## src/rtl/uc_pkg.sv

```systemverilog
// Shared opcode encodings and sequencer state type for the 8-bit microcontroller control unit.
package uc_pkg;

    localparam logic [2:0] OPC_ALU_PFX = 3'b001;
    localparam logic [5:0] OPC_NOP     = 6'b000000;
    localparam logic [5:0] OPC_LI      = 6'b000010;
    localparam logic [5:0] OPC_WAIT    = 6'b000011;
    localparam logic [5:0] OPC_J       = 6'b000100;
    localparam logic [5:0] OPC_JZ      = 6'b000101;
    localparam logic [5:0] OPC_JNZ     = 6'b000110;
    localparam logic [5:0] OPC_HALT    = 6'b000111;

    localparam logic [2:0] ALU_PASSA   = 3'b000;

    typedef enum logic [1:0] {
        BOOT  = 2'd0,
        RUN   = 2'd1,
        HALT  = 2'd2,
        STALL = 2'd3
    } state_t;

endpackage

```

## src/rtl/uc_decode.sv

```systemverilog
// Combinational opcode/zero-flag decode for an executing cycle; the sequencer applies safe-set gating.
module uc_decode
    import uc_pkg::*;
(
    input  logic [5:0] opcode,
    input  logic       z,
    output logic       s_inc,
    output logic       s_inm,
    output logic       we3,
    output logic       wez,
    output logic [2:0] op,
    output logic       is_halt,
    output logic       is_wait,
    output logic       is_illegal
);

    always_comb begin
        s_inc      = 1'b1;
        s_inm      = 1'b0;
        we3        = 1'b0;
        wez        = 1'b0;
        op         = ALU_PASSA;
        is_halt    = 1'b0;
        is_wait    = 1'b0;
        is_illegal = 1'b0;
        if (opcode[5:3] == OPC_ALU_PFX) begin
            we3 = 1'b1;
            wez = 1'b1;
            op  = opcode[2:0];
        end else begin
            case (opcode)
                OPC_NOP:  ;
                OPC_LI: begin
                    we3   = 1'b1;
                    s_inm = 1'b1;
                end
                OPC_J:    s_inc = 1'b0;
                OPC_JZ:   s_inc = ~z;
                OPC_JNZ:  s_inc = z;
                OPC_HALT: is_halt = 1'b1;
                OPC_WAIT: is_wait = 1'b1;
                default:  is_illegal = 1'b1;
            endcase
        end
    end

endmodule

```

## src/rtl/uc_seq.sv

```systemverilog
// Sequencing control unit: boot settling, HALT/WAIT stalls, single-step gating, status and retire count.
module uc_seq
    import uc_pkg::*;
#(
    parameter int unsigned BOOT_CYCLES = 2,
    parameter int unsigned CNT_W       = 16
) (
    input  logic             clk,
    input  logic             reset,
    input  logic [5:0]       opcode,
    input  logic             z,
    input  logic             go,
    input  logic             dbg_en,
    input  logic             dbg_step,
    output logic             s_inc,
    output logic             s_inm,
    output logic             we3,
    output logic             wez,
    output logic [2:0]       op,
    output logic             pc_en,
    output logic             halted,
    output logic             illegal,
    output logic [CNT_W-1:0] retired
);

    localparam int unsigned BW = (BOOT_CYCLES < 2) ? 1 : $clog2(BOOT_CYCLES + 1);

    state_t        state, state_nx;
    logic [BW-1:0] boot_cnt;
    logic          exec;

    logic       d_s_inc, d_s_inm, d_we3, d_wez;
    logic [2:0] d_op;
    logic       d_halt, d_wait, d_illegal;

    uc_decode u_decode (
        .opcode     (opcode),
        .z          (z),
        .s_inc      (d_s_inc),
        .s_inm      (d_s_inm),
        .we3        (d_we3),
        .wez        (d_wez),
        .op         (d_op),
        .is_halt    (d_halt),
        .is_wait    (d_wait),
        .is_illegal (d_illegal)
    );

    assign exec   = (state == RUN) && (!dbg_en || dbg_step);
    assign halted = (state == HALT);

    always_comb begin
        pc_en    = 1'b0;
        s_inc    = 1'b1;
        s_inm    = 1'b0;
        we3      = 1'b0;
        wez      = 1'b0;
        op       = ALU_PASSA;
        state_nx = state;
        unique case (state)
            // A boot count of 0 or 1 both leave BOOT on the first edge after release.
            BOOT: if (boot_cnt <= BW'(1)) state_nx = RUN;
            RUN: if (exec) begin
                s_inc = d_s_inc;
                s_inm = d_s_inm;
                we3   = d_we3;
                wez   = d_wez;
                op    = d_op;
                pc_en = !d_halt && !(d_wait && !go);
                if (d_halt)
                    state_nx = HALT;
                else if (d_wait && !go)
                    state_nx = STALL;
            end
            HALT, STALL: if (go) begin
                pc_en    = 1'b1;
                state_nx = RUN;
            end
            default: state_nx = BOOT;
        endcase
    end

    always_ff @(posedge clk or negedge reset) begin
        if (!reset) begin
            state    <= BOOT;
            boot_cnt <= BW'(BOOT_CYCLES);
            retired  <= '0;
            illegal  <= 1'b0;
        end else begin
            state <= state_nx;
            if (state == BOOT && boot_cnt > BW'(1))
                boot_cnt <= boot_cnt - BW'(1);
            if (pc_en)
                retired <= retired + CNT_W'(1);
            if (exec && d_illegal)
                illegal <= 1'b1;
        end
    end

endmodule

```

## config.mk

```make
export PLATFORM = sky130hd
export DESIGN_NAME = uc_seq
export DESIGN_NICKNAME = d
export VERILOG_FILES = /design/src/rtl/uc_pkg.sv /design/src/rtl/uc_decode.sv /design/src/rtl/uc_seq.sv
export SDC_FILE = /design/constraint.sdc
export NUM_CORES = 1
export LEC_CHECK = 0
export CAP_MARGIN = 10
export CELL_PAD_IN_SITES_DETAIL_PLACEMENT = 0
export CELL_PAD_IN_SITES_GLOBAL_PLACEMENT = 1
export CORE_ASPECT_RATIO = 0.9
export CORE_MARGIN = 2
export CORE_UTILIZATION = 32
export CTS_BUF_LIST = sky130_fd_sc_hd__clkbuf_16
export CTS_CLUSTER_DIAMETER = 30
export DETAILED_ROUTE_END_ITERATION = 16
export PLACE_DENSITY = 0.76
export SYNTH_ARGS = -nofsm -noshare
export SYNTH_HDL_FRONTEND = slang
export SYNTH_SLANG_ARGS = --single-unit
```

## constraint.sdc

```tcl
create_clock -name clk -period 1.58 [get_ports clk]
set_input_delay 0.158 -clock clk [delete_from_list [all_inputs] [get_ports clk]]
set_output_delay 0.158 -clock clk [all_outputs]
set_load 0.02 [all_outputs]
```

# Word level (Yosys, flattened, before mapping)
# Index checks and enable logic that the tools add are counted.
[word_totals]
elab_cells = 70
regBits = 21
inputBits = 12
out_inout_bits = 26
[op_classes]
n_mux = 32
n_reduce_logical = 15
eq_ne = 14
n_bitwise = 1
add_sub_neg = 2
magnitude_cmp = 2
[ops]
columns = ["op", "n"]
rows = [
  ["equality test 6 x 3 -> 1 bit, second input constant", 4],
  ["two-way mux 1 bit", 21],
  ["adder 16 x 1 -> 16 bit, second input constant", 1],
  ["equality test 6 x 2 -> 1 bit, second input constant", 2],
  ["two-way mux 2 bit", 5],
  ["two-way mux 3 bit", 3],
  ["OR reduction 7 bit", 1],
  ["zero test 6 bit", 1],
  ["!= test 2 bit, second input constant", 3],
  ["one-hot mux 2 bit (3 select lines)", 1],
  ["logical AND 1 bit", 5],
  ["equality test 2 bit, second input constant", 2],
  ["zero test 1 bit", 4],
  ["AND reduction 4 bit", 1],
  ["equality test 3 x 1 -> 1 bit, second input constant", 1],
  ["!= test 3 x 2 -> 1 bit, second input constant", 1],
  ["one-hot mux 1 bit (3 select lines)", 1],
  ["equality test 2 x 1 -> 1 bit, second input constant", 1],
  ["> comparator 2 x 1 -> 1 bit, second input constant", 1],
  ["<= comparator 2 x 1 -> 1 bit, second input constant", 1],
  ["zero test 2 bit", 1],
  ["one-hot mux 1 bit (2 select lines)", 1],
  ["OR reduction 2 bit", 1],
  ["subtractor 2 x 1 -> 2 bit, second input constant", 1],
  ["2 further kinds", 2],
]

# Longest topological paths before layout
[depth]
word_depth = 8
depth_mapped = 5
ltp_nobuf = 5

# Modules after synthesis
# From an unflattened synthesis, not the netlist that was laid out.
[unflattened]
cells_unflattened = 114
hier_area_um2 = 1253.7
[by_module_without_submodules]
columns = ["module", "seq_area_each_um2", "cells_each", "area_each_um2", "n_inst"]
rows = [
  ["uc_seq", 526.8, 97, 1128.6, 1],
  ["uc_decode", 0.0, 17, 125.1, 1],
]

# Least setup slack after synthesis
# Ideal clock, no wire load.
[synth_timing]
path_kind = "register -> register"
startpoint = "reg state[1]"
endpoint = "reg retired[1]"
required_time_ns = 1.452
arrival_time_ns = 1.566
slack_ns = -0.114
path_stages_with_launch = 5
period_less_slack_ns = 1.694
setup_ns = 0.128
cell_sequence = "dfrtp_1 nand2b_1 a311o_4 nand2_1 mux2_1"
[synth_via]
elab_chain_len = 4
[synth_rtl]
columns = ["element", "line", "rtl"]
rows = [
  ["from (decl)", "uc_seq.sv:28", "state_t state, state_nx;"],
  ["from (signal assigned)", "uc_seq.sv:90", "state <= state_nx;"],
  ["equality test 2 x 1 -> 1 bit", "uc_seq.sv:49, uc_seq.sv:60", ""],
  ["logical AND 1 bit", "uc_seq.sv:49", "assign exec = (state == RUN) && (!dbg_en || dbg_step);"],
  ["two-way mux 1 bit", "uc_seq.sv:63", "RUN: if (exec) begin"],
  ["one-hot mux 1 bit (2 select lines) *", "uc_seq.sv:60", "unique case (state)"],
  ["net pc_en", "uc_seq.sv:20", "output logic pc_en,"],
  ["to (signal assigned)", "uc_seq.sv:94", "retired <= retired + CNT_W'(1);"],
  ["to (decl)", "uc_seq.sv:23", "output logic [CNT_W-1:0] retired"],
]
# The timed path passes the listed nets; every way through them passes the cells marked *.
# A chain may end at the register's enable or synchronous reset.

# Worst setup path in the final report
[layout_timing]
startpoint = "reg state[1]"
endpoint = "reg retired[12]"
[layout_via]
elab_chain_len = 4
[layout_rtl]
columns = ["element", "line"]
rows = [
  ["equality test 2 x 1 -> 1 bit", "uc_seq.sv:49, uc_seq.sv:60"],
  ["logical AND 1 bit", "uc_seq.sv:49"],
  ["two-way mux 1 bit", "uc_seq.sv:63"],
  ["one-hot mux 1 bit (2 select lines) *", "uc_seq.sv:60"],
]
# Every way passes the cells marked *; elsewhere a longest branch is shown, timed or not.

==> flow_summary.ini <==
[die]
die_h_um = 63.1
die_x_um = 69.7
die-area_mm2 = 0.00440
pin_count = 38
rows = 21
initial_utilization_pct = 33.3
fp.coreArea_mm2 = 0.00373

[critical_path]
worstPathMaxFanout = 7
worstPathRequired_ps = 1750
arrival_ps = 1800
crit_end = retired[12]
cpPeakStageDelay_ps = 380
criticalPathCategory = reg2reg
reg2reg_to = retired[12]
crit_slowest_cell = dfrtp_1
cp-end-kind = flop
crit_chain = nand2b_4, a311o_4, buf_8, a2111oi_4, xor2_1
ff2ff_setup_slack_ps = -40
worst_setup_path_start_kind = flop
r2r.worst_path.cells = 5
r2r_start = state[1]
crit_start = state[1]

[timing]
fin_setup_tns_ps = -86.0
worst_slack_ps = -43.6
rsz0062_at_grt = yes
worstMarginPinSlew_ps = 319
fin_crit_sh_pct = 103
timing.final.crit_period_ps = 1620
setup_violations = 3
max_freq_mhz = 616
relSlewSlack_pct = 78.7
hold_viol_final = 0
whs_ps = 243
drv_slew = 0
fin_skew_ps = 1.47

[pwr]
p_sw_share_pct = 38.6
power_mw = 2.83
power_frac_clock_pct = 18.5
vdd_drop_max_mv = 1.09
p_int_mw = 1.74
cellPowerDensity_mw_per_mm2 = 1420
p_comb_share_pct = 50.6
switchingPower_mw = 1.09
seqPwrFrac_pct = 30.9
p_leak_nw = 0.848

[global_route]
grt_overflow = 0
grt_pass1_wl_mm = 5.06
antenna_found_initial = 0
track_usage_pct = 14.2
grt_max_degree = 22
grt_pass1_vias = 1094

[clock_tree]
cts_max_level = 1
cts_buffers = 3
clk_pin_slew_ps = 60
clkSinkCount = 21
cts.path.max_buffers = 2
cts_root_buf = clkbuf_16
cts_tree = yes
worstSkewPairLatency_ps = 250

[cells_and_area]
final_cell_area_mm2 = 0.00200
area.growth.synth_to_final_pct = 60.8
register_area_um2 = 527
final_nets = 189
final-instance-count-excl-fill = 220
drive_gt1_share_pct = 35.6
diodes = 0
post-route-util_pct = 53.6
multi_input_area_um2 = 748
fillers = 338

[drt]
vias_per_cell = 4.76
ant_nets = 0
drt-wirelength-per-cell_um = 13.2
drt_wl_total_mm = 2.89
dr.first_iter.drc_count = 15
dr_total_vias = 1048
drc_errors = 0
first_pass_iters = 4

[logic_synthesis]
synthArstFlopShare_pct = 100
synth_area_mm2 = 0.00124
ys_seq_area_share_pct = 42.4
synth_top_area_share_pct = 40.3
ys_types = 34
synth_cells = 109
synth_edf_count = 0
synth.ff_latch_count = 21
yosys-top-cells-area = dfrtp_1 (40%), xor2_1 (9.2%), a2111oi_4 (6.6%)
syn_nets = 123
yosys_warnings = 0
avgSynthCellArea_um2 = 11.4
synth_ff_type = dfrtp_1
synth_largest_area_cell = dfrtp_1

[placed_design]
dp_hpwl_mm = 2.21
placed_cells = 212
dpl_worst_slack_ps = -538
port_buffers = 37
dpl-instance-area_mm2 = 0.00184
gp_congestion = 0.823

[job]
drv_cap = 0

[outcome]
status = complete, but fails checks
violations = negative setup slack

[worst_hold_path]
hold_path.class = in2async
cells in the mapped netlist (3+ instances only):
cell type and number:
nand2_1 7, xnor2_1 3, a2111oi_4 3, nor2b_1 3
inv_1 5, nand4_1 5, nor2_1 3, xor2_1 13
a211oi_2 6, and2_1 4, a21oi_1 5, nand3_1 6
dfrtp_1 20
power by group through the flow:
stage	Sequential, mW	Clock (mW)	Combinational, mW
floorplan	1.13	0	0.450
global placement	0.879	0	1.39
detailed placement	0.885	0	1.40
CTS	0.879	0.537	1.42
global route	0.907	0.563	1.55
finish	0.876	0.523	1.43
critical path: cells and delay by family (launching register included):
family | cells | cell delay, ps
AO/OA/AOI/OAI | 2 | 680
XOR/XNOR | 1 | 180
buffers and inverters | 1 | 160
flip-flops | 1 | 380
AND/OR/NAND/NOR | 1 | 160
cells by family after synthesis:
kind of cell | synth area share, %
adders and majority gates | 2.01
buffers and inverters | 3.02
xor gates and xnor gates | 11.3
DFF | 42.4
and+or+nand+nor | 19.4
AOI/OAI and AO/OA | 20.1
muxes | 1.71
layout make-up:
cell class	instances	area share, %
flip-flops and latches	21	26.4
clock inverters	1	0.188
well taps	46	2.88
inverters	5	0.939
multi-input cells	80	37.4
repair buffers	64	28.4
clock buffers	3	3.76
registers in the layout (all words and copies together), names as in the netlist:
signal / cells
boot_cnt: 2
illegal: 1
state: 2
retired: 16
worst min-delay path by stage:
stage	depth (start not counted)	slack (ps)	to
2_1_floorplan	0	-140	boot_cnt[0]
3_3_place_gp	1	450	illegal
3_5_place_dp	1	460	illegal
4_1_cts	2	260	retired[8]
5_1_grt	2	270	retired[7]
6_report	2	240	retired[8]
layout by cell type, fill, tap and decap left out, types with 2 or more instances in the layout:
cell type | netlist | routed
clkbuf_16 | 0 | 3
xor2_1 | 13 | 13
buf_4 | 0 | 26
nand3_1 | 6 | 5
a21oi_1 | 5 | 5
xnor2_1 | 3 | 3
dlymetal6s2s_1 | 0 | 2
nand4_1 | 5 | 5
a21boi_0 | 2 | 2
a211oi_2 | 6 | 5
nor2b_1 | 3 | 2
and2_4 | 0 | 3
dlygate4sd2_1 | 0 | 7
inv_1 | 5 | 6
a211oi_4 | 0 | 2
buf_2 | 0 | 3
a2111oi_4 | 3 | 3
and4_1 | 2 | 2
dfrtp_1 | 20 | 20
nand2b_4 | 1 | 2
ha_1 | 2 | 2
buf_6 | 1 | 5
clkdlybuf4s50_1 | 0 | 20
nor2_1 | 3 | 2
nand2_1 | 7 | 6
what timing repair did:
action                     4_1_cts  5_1_grt
hold buffers                     0        0
gates resized for setup         49       17
setup endpoints to repair       23       17
setup buffers                    3        1
pin swaps                       11       13
routing by layer:
layer | up-vias | GRT usage (%) | share of wire (%)
li1 | 524 | - | -
met1 | 492 | 18.1 | 47
met2 | 30 | 23.7 | 46
met3 | 2 | 4.00 | 5.5
met4 | 0 | 4.33 | 0.76
met5 | - | 0 | 0
(Power assumes the default switching activity.)
